**config.mk**
```make
export PLATFORM = sky130hd
export DESIGN_NAME = pipe_hazard_ctrl
export DESIGN_NICKNAME = d
export VERILOG_FILES = /design/src/rtl/mips_pipe_pkg.sv /design/src/rtl/pipe_hazard_ctrl_div_seq.sv /design/src/rtl/pipe_hazard_ctrl.sv
export SDC_FILE = /design/constraint.sdc
export NUM_CORES = 1
export LEC_CHECK = 0
export ABC_CLOCK_PERIOD_IN_PS = 5200
export BUFFER_PORTS_ARGS = -buffer_cell sky130_fd_sc_hd__buf_2
export CAP_MARGIN = 20
export CORE_UTILIZATION = 29
export CTS_BUF_LIST = sky130_fd_sc_hd__clkbuf_8
export DETAILED_ROUTE_END_ITERATION = 8
export PLACE_DENSITY = 0.67
export SKIP_LAST_GASP = 1
export SLEW_MARGIN = 25
export SYNTH_ARGS = -nofsm -noshare
export SYNTH_HDL_FRONTEND = slang
export SYNTH_SLANG_ARGS = --single-unit
```
**constraint.sdc**
```tcl
create_clock -name clk -period 5.2 [get_ports clk]
set_clock_uncertainty 0.1 [all_clocks]
set_input_delay 0.52 -clock clk [delete_from_list [all_inputs] [get_ports clk]]
set_output_delay 0.52 -clock clk [all_outputs]
set_load 0.01 [all_outputs]
```
**src/rtl/mips_pipe_pkg.sv**
```systemverilog
// mips_pipe_pkg: shared types and constants for the pipeline hazard controller
package mips_pipe_pkg;
  typedef enum logic [1:0] {IDLE, DIV_RUN, DIV_DONE} div_state_t;
  localparam logic [31:0] EXC_VECTOR = 32'hBFC00380;
  localparam int STG_F = 0;
  localparam int STG_D = 1;
  localparam int STG_E = 2;
  localparam int STG_M = 3;
  localparam int STG_W = 4;
  localparam int NUM_STG = 5;
endpackage

```
**src/rtl/pipe_hazard_ctrl_div_seq.sv**
```systemverilog
// div_seq: divider sequencing FSM with fixed-latency countdown
module div_seq import mips_pipe_pkg::*; #(
  parameter int DIV_LAT = 32
) (
  input  logic clk,
  input  logic rst,
  input  logic start,
  input  logic abort,
  input  logic hold,
  output logic busy,
  output logic done
);
  localparam int CW = $clog2(DIV_LAT);
  localparam logic [CW-1:0] CNT_INIT = CW'(DIV_LAT - 1);
  div_state_t r_state, w_state_nx;
  logic [CW-1:0] r_cnt, w_cnt_nx;
  // state and countdown register
  always_ff @(posedge clk) begin
    if (rst) begin
      r_state <= IDLE;
      r_cnt <= '0;
    end else begin
      r_state <= w_state_nx;
      r_cnt <= w_cnt_nx;
    end
  end
  // abort wins; the countdown runs regardless of stalls, only the result phase waits for them
  always_comb begin
    w_state_nx = r_state;
    w_cnt_nx = r_cnt;
    if (abort) begin
      w_state_nx = IDLE;
      w_cnt_nx = '0;
    end else begin
      case (r_state)
        IDLE: if (start) begin
          w_state_nx = DIV_RUN;
          w_cnt_nx = CNT_INIT;
        end
        DIV_RUN: if (r_cnt == '0) w_state_nx = DIV_DONE; else w_cnt_nx = r_cnt - CW'(1);
        DIV_DONE: w_state_nx = hold ? DIV_DONE : IDLE;
        default: w_state_nx = IDLE;
      endcase
    end
  end
  assign busy = r_state == DIV_RUN;
  assign done = r_state == DIV_DONE;
endmodule

```
**src/rtl/pipe_hazard_ctrl.sv**
```systemverilog
// pipe_hazard_ctrl: prioritized stall/flush/redirect scheduler for the 5-stage pipeline
module pipe_hazard_ctrl import mips_pipe_pkg::*; #(
  parameter int DIV_LAT = 32,
  parameter logic [31:0] EXC_VECTOR = mips_pipe_pkg::EXC_VECTOR
) (
  input  logic        clk,
  input  logic        rst,
  input  logic        load_useD,
  input  logic        div_reqE,
  input  logic        inst_busy,
  input  logic        data_busy,
  input  logic        branchM,
  input  logic        pred_takeM,
  input  logic        actual_takeM,
  input  logic [31:0] pc_branchM,
  input  logic [31:0] pcM,
  input  logic        excM,
  output logic        div_start,
  output logic        div_validE,
  output logic        stallF,
  output logic        stallD,
  output logic        stallE,
  output logic        stallM,
  output logic        stallW,
  output logic        flushD,
  output logic        flushE,
  output logic        flushM,
  output logic        flushW,
  output logic        pc_redirect,
  output logic [31:0] pc_target
);
  logic r_exc_pend;
  logic w_busy, w_done, w_mem, w_exc, w_sram, w_low, w_run, w_mis, w_lu;
  // an exception seen during a data access waits for that access to finish
  always_ff @(posedge clk) begin
    if (rst) r_exc_pend <= 1'b0;
    else r_exc_pend <= data_busy & (r_exc_pend | excM);
  end
  assign w_mem = inst_busy | data_busy;
  assign w_exc = ~rst & (excM | r_exc_pend) & ~data_busy;
  assign w_sram = ~rst & ~w_exc & w_mem;
  assign w_low = ~rst & ~w_exc & ~w_sram;
  assign w_run = w_low & w_busy;
  assign w_mis = w_low & ~w_busy & branchM & (pred_takeM ^ actual_takeM);
  assign w_lu = w_low & ~w_busy & ~w_mis & load_useD;
  div_seq #(.DIV_LAT(DIV_LAT)) u_div_seq (
    .clk(clk),
    .rst(rst),
    .start(div_start),
    .abort(w_exc),
    .hold(w_mem),
    .busy(w_busy),
    .done(w_done)
  );
  assign div_start = w_low & ~w_busy & ~w_done & div_reqE;
  assign div_validE = ~rst & w_done;
  assign stallF = w_sram | w_run | w_lu;
  assign stallD = w_sram | w_run | w_lu;
  assign stallE = w_sram | w_run;
  assign stallM = w_sram;
  assign stallW = w_sram;
  assign flushD = w_exc | w_mis;
  assign flushE = w_exc | w_lu;
  assign flushM = w_exc | w_run;
  assign flushW = w_exc;
  assign pc_redirect = w_exc | w_mis;
  assign pc_target = w_exc ? EXC_VECTOR : w_mis ? (actual_takeM ? pc_branchM : pcM + 32'd8) : '0;
endmodule
```
==> results_dict.tcl <==
set metrics [dict create \
    syn_area_um2 1578 \
    syn_to_final_growth_pct 39.73 \
    diodes 0 \
    min_to "u_div_seq.r_cnt[0]$_SDFFE_PP0P_" \
    power_leakage_nw 1.022 \
    grt_util_all_layers 0.1661 \
    ctsHoldBuffers 0 \
    post-route-util 0.4262 \
    synth-async-reset-ratio 0 \
    path_class "in -> out" \
    reg2reg_from "u_div_seq.r_cnt[0]$_SDFFE_PP0P_" \
    hold_depth 1 \
    synth-main-ff-cell "dfxtp_1" \
    gp_congestion 0.8899 \
    powerDensity_nw_per_um2 112.1 \
    root_buffer "clkbuf_8" \
    cts.sinks 8 \
    seq_area_frac_synth 0.1015 \
    drc 0 \
    netlist_top_cells_area "xnor2_1, dfxtp_1, nor2_1, nor3_2, o21ai_0" \
    required_ns 4.58 \
    status "completed" \
    yosysMostFrequentCell "nor2_1" \
    synth_nets 314 \
    synth.top_cell.area_share 0.1221 \
    comb_power_share 0.432 \
    nets 420 \
    die_area_um2 5740 \
    cts_made_buffers 3 \
    antenna_found_initial 0 \
    critPathLaunchType "input pin" \
    swShare 0.3479 \
    grt_max_degree 29 \
    regToRegEndpoint "u_div_seq.r_cnt[3]$_SDFFE_PP0P_" \
    grt_pass1_wl_mm 7.327 \
    setup_viol 0 \
    regArea_um2 160.2 \
    wire_per_inst_um 12.14 \
    cp_max_fo 26 \
    layout_setup_ws_ns 2.048 \
    via_per_inst 4.971 \
    period_share 0.6062 \
    maxCapViolCount 0 \
    clock_latency_ns 0.23 \
    grt_pass1_vias 1669 \
    core_area_um2 5172 \
    grt_overflow 0 \
    cp.arrival_ns 2.53 \
    io_pins 118 \
    rsz0062_at_grt "no" \
    synth-edff-count 0 \
    final-hold-violation-count 0 \
    clk_pin_slew_ns 0.04 \
    dpl.hpwl_mm 4.046 \
    fmax_mhz 317.2 \
    period_needed_ns 3.152 \
    pwr-share-seq 0.260 \
    ctsResizeCount 0 \
    clk_path_buf_depth 2 \
    p_sw_mw 0.08599 \
    die_x_um 75.76 \
    multi_input_area_um2 1285 \
    clock_power_share 0.309 \
    cts_tree "done" \
    pre_cts_slack_ns 1.586 \
    htreeDepth 1 \
    finalMaxSlewViolations 0 \
    synth_common_cells "nor2_1, xnor2_1, o21ai_0" \
    ys_ff_latch 8 \
    p_int_mw 0.1612 \
    ir_drop_mv 0.07146 \
    netlist_instances 237 \
    hold_path.class "reg -> reg" \
    cts_setup_buffers 0 \
    ys_warn_count 0 \
    dieHeight_um 75.76 \
    syn_avg_cell_area_um2 6.657 \
    reg2regPathDepth 6 \
    drive_above_1_share 0.4047 \
    drt_iter0_markers 115 \
    std_cell_rows 26 \
    yosysUniqueCellTypes 40 \
    route.antenna.remaining_nets 0 \
    tns_ns 0 \
    start_util 0.3050 \
    critPathCaptureType "output port" \
    maxSlewHeadroom 0.5161 \
    min_from "u_div_seq.r_cnt[0]$_SDFFE_PP0P_" \
    r2r_setup_slack_ns 3.17 \
    fill_cells 527 \
    port_buffers 117 \
    first_pass_iters 4 \
    synth_top_cell_by_area "xnor2_1" \
    vias 2043 \
    wirelength_mm 4.991 \
    worst_pin_slew_ns 0.7158 \
]
logic make-up (layout without fill, tap and decap cells):
group                    after synthesis  in the layout  share of synthesized area
AO/OA/AOI/OAI                         61             61                     0.2213
flip-flops                             8              8                     0.1015
adder cells (fa/ha/maj)                3              3                    0.02379
XOR/XNOR                              28             28                     0.1554
AND/OR/NAND/NOR                      104            104                     0.3807
multiplexers                           5              5                    0.03172
buffers and inverters                 28            132                    0.08565
final cells by class:
type                            instances  share of cell area
Multi-Input combinational cell        201              0.5829
Clock buffer                            3             0.01873
Inverter                               12             0.02043
Timing Repair Buffer                  117              0.2656
Tap cell                               70             0.03973
Sequential cell                         8             0.07265
routing by layer:
metal / vias up / part of all wire / GRT usage
met1: 912 / 0.46 / 0.2151
li1: 1041 / - / -
met4: 0 / 0.014 / 0.04938
met3: 8 / 0.061 / 0.02646
met2: 82 / 0.47 / 0.2822
met5: - / 0 / 0
cells in the final DEF (no fill, tap or decap), types with 3 or more instances in the layout:
cell type | Yosys | routed
buf_2 | 3 | 117
nor2_1 | 32 | 32
xnor2_1 | 22 | 22
o21ai_0 | 18 | 18
nand2_1 | 16 | 16
a21oi_1 | 16 | 16
nand3_1 | 12 | 12
a31oi_1 | 11 | 11
inv_1 | 10 | 10
nor3_2 | 9 | 9
dfxtp_1 | 8 | 8
o21ai_1 | 7 | 7
xor2_1 | 6 | 6
nand2b_1 | 5 | 5
and3_1 | 5 | 5
a211oi_1 | 5 | 5
mux2i_1 | 5 | 5
nor3_1 | 4 | 4
or3_1 | 3 | 3
and4_1 | 3 | 3
ha_1 | 3 | 3
clkbuf_8 | 0 | 3
registers in the layout (all words and copies together) (netlist names):
signal,count
r_exc_pend,1
u_div_seq.r_cnt,5
u_div_seq.r_state,2
power by group through the flow:
stage / clock network (mW) / registers, mW / logic [mW]
6_report: 0.0763 / 0.0642 / 0.107
4_1_cts: 0.0777 / 0.0641 / 0.107
5_1_grt: 0.0815 / 0.0643 / 0.120
2_1_floorplan: 0 / 0.0649 / 0.0558
3_3_place_gp: 0 / 0.0651 / 0.106
3_5_place_dp: 0 / 0.0651 / 0.107
worst max-delay path, cell delays in order:
cell	delay, ns
buf_2	0.42
xor2_1	0.23
nand2_1	0.10
nor2b_2	0.56
nand2_1	0.31
o21ai_0	0.23
buf_2	0.16
how the worst max path moves through the flow:
stage | startpoint | endpoint | cells after the start
finish | actual_takeM | pc_target[23] | 7
global route | actual_takeM | pc_target[26] | 7
CTS | actual_takeM | pc_target[23] | 7
detailed placement | actual_takeM | pc_target[23] | 7
global placement | actual_takeM | pc_target[23] | 7
floorplan | pcM[3] | pc_target[23] | 7
metrics by stage:
| stage | hold WS [ns] | instance area (µm²) | power [mW] | cells |
|---|---|---|---|---|
| CTS | 0.3990 | 2202 | 0.2489 | 411 |
| global placement | 0.3875 | 2161 | 0.1710 | 408 |
| finish | 0.3951 | 2205 | 0.2472 | 411 |
| global route | 0.4270 | 2205 | 0.2656 | 411 |
| floorplan | 0.3608 | 1578 | 0.1207 | 237 |
| detailed placement | 0.3901 | 2161 | 0.1718 | 408 |
Note: power is estimated with default switching activity, not from simulation.
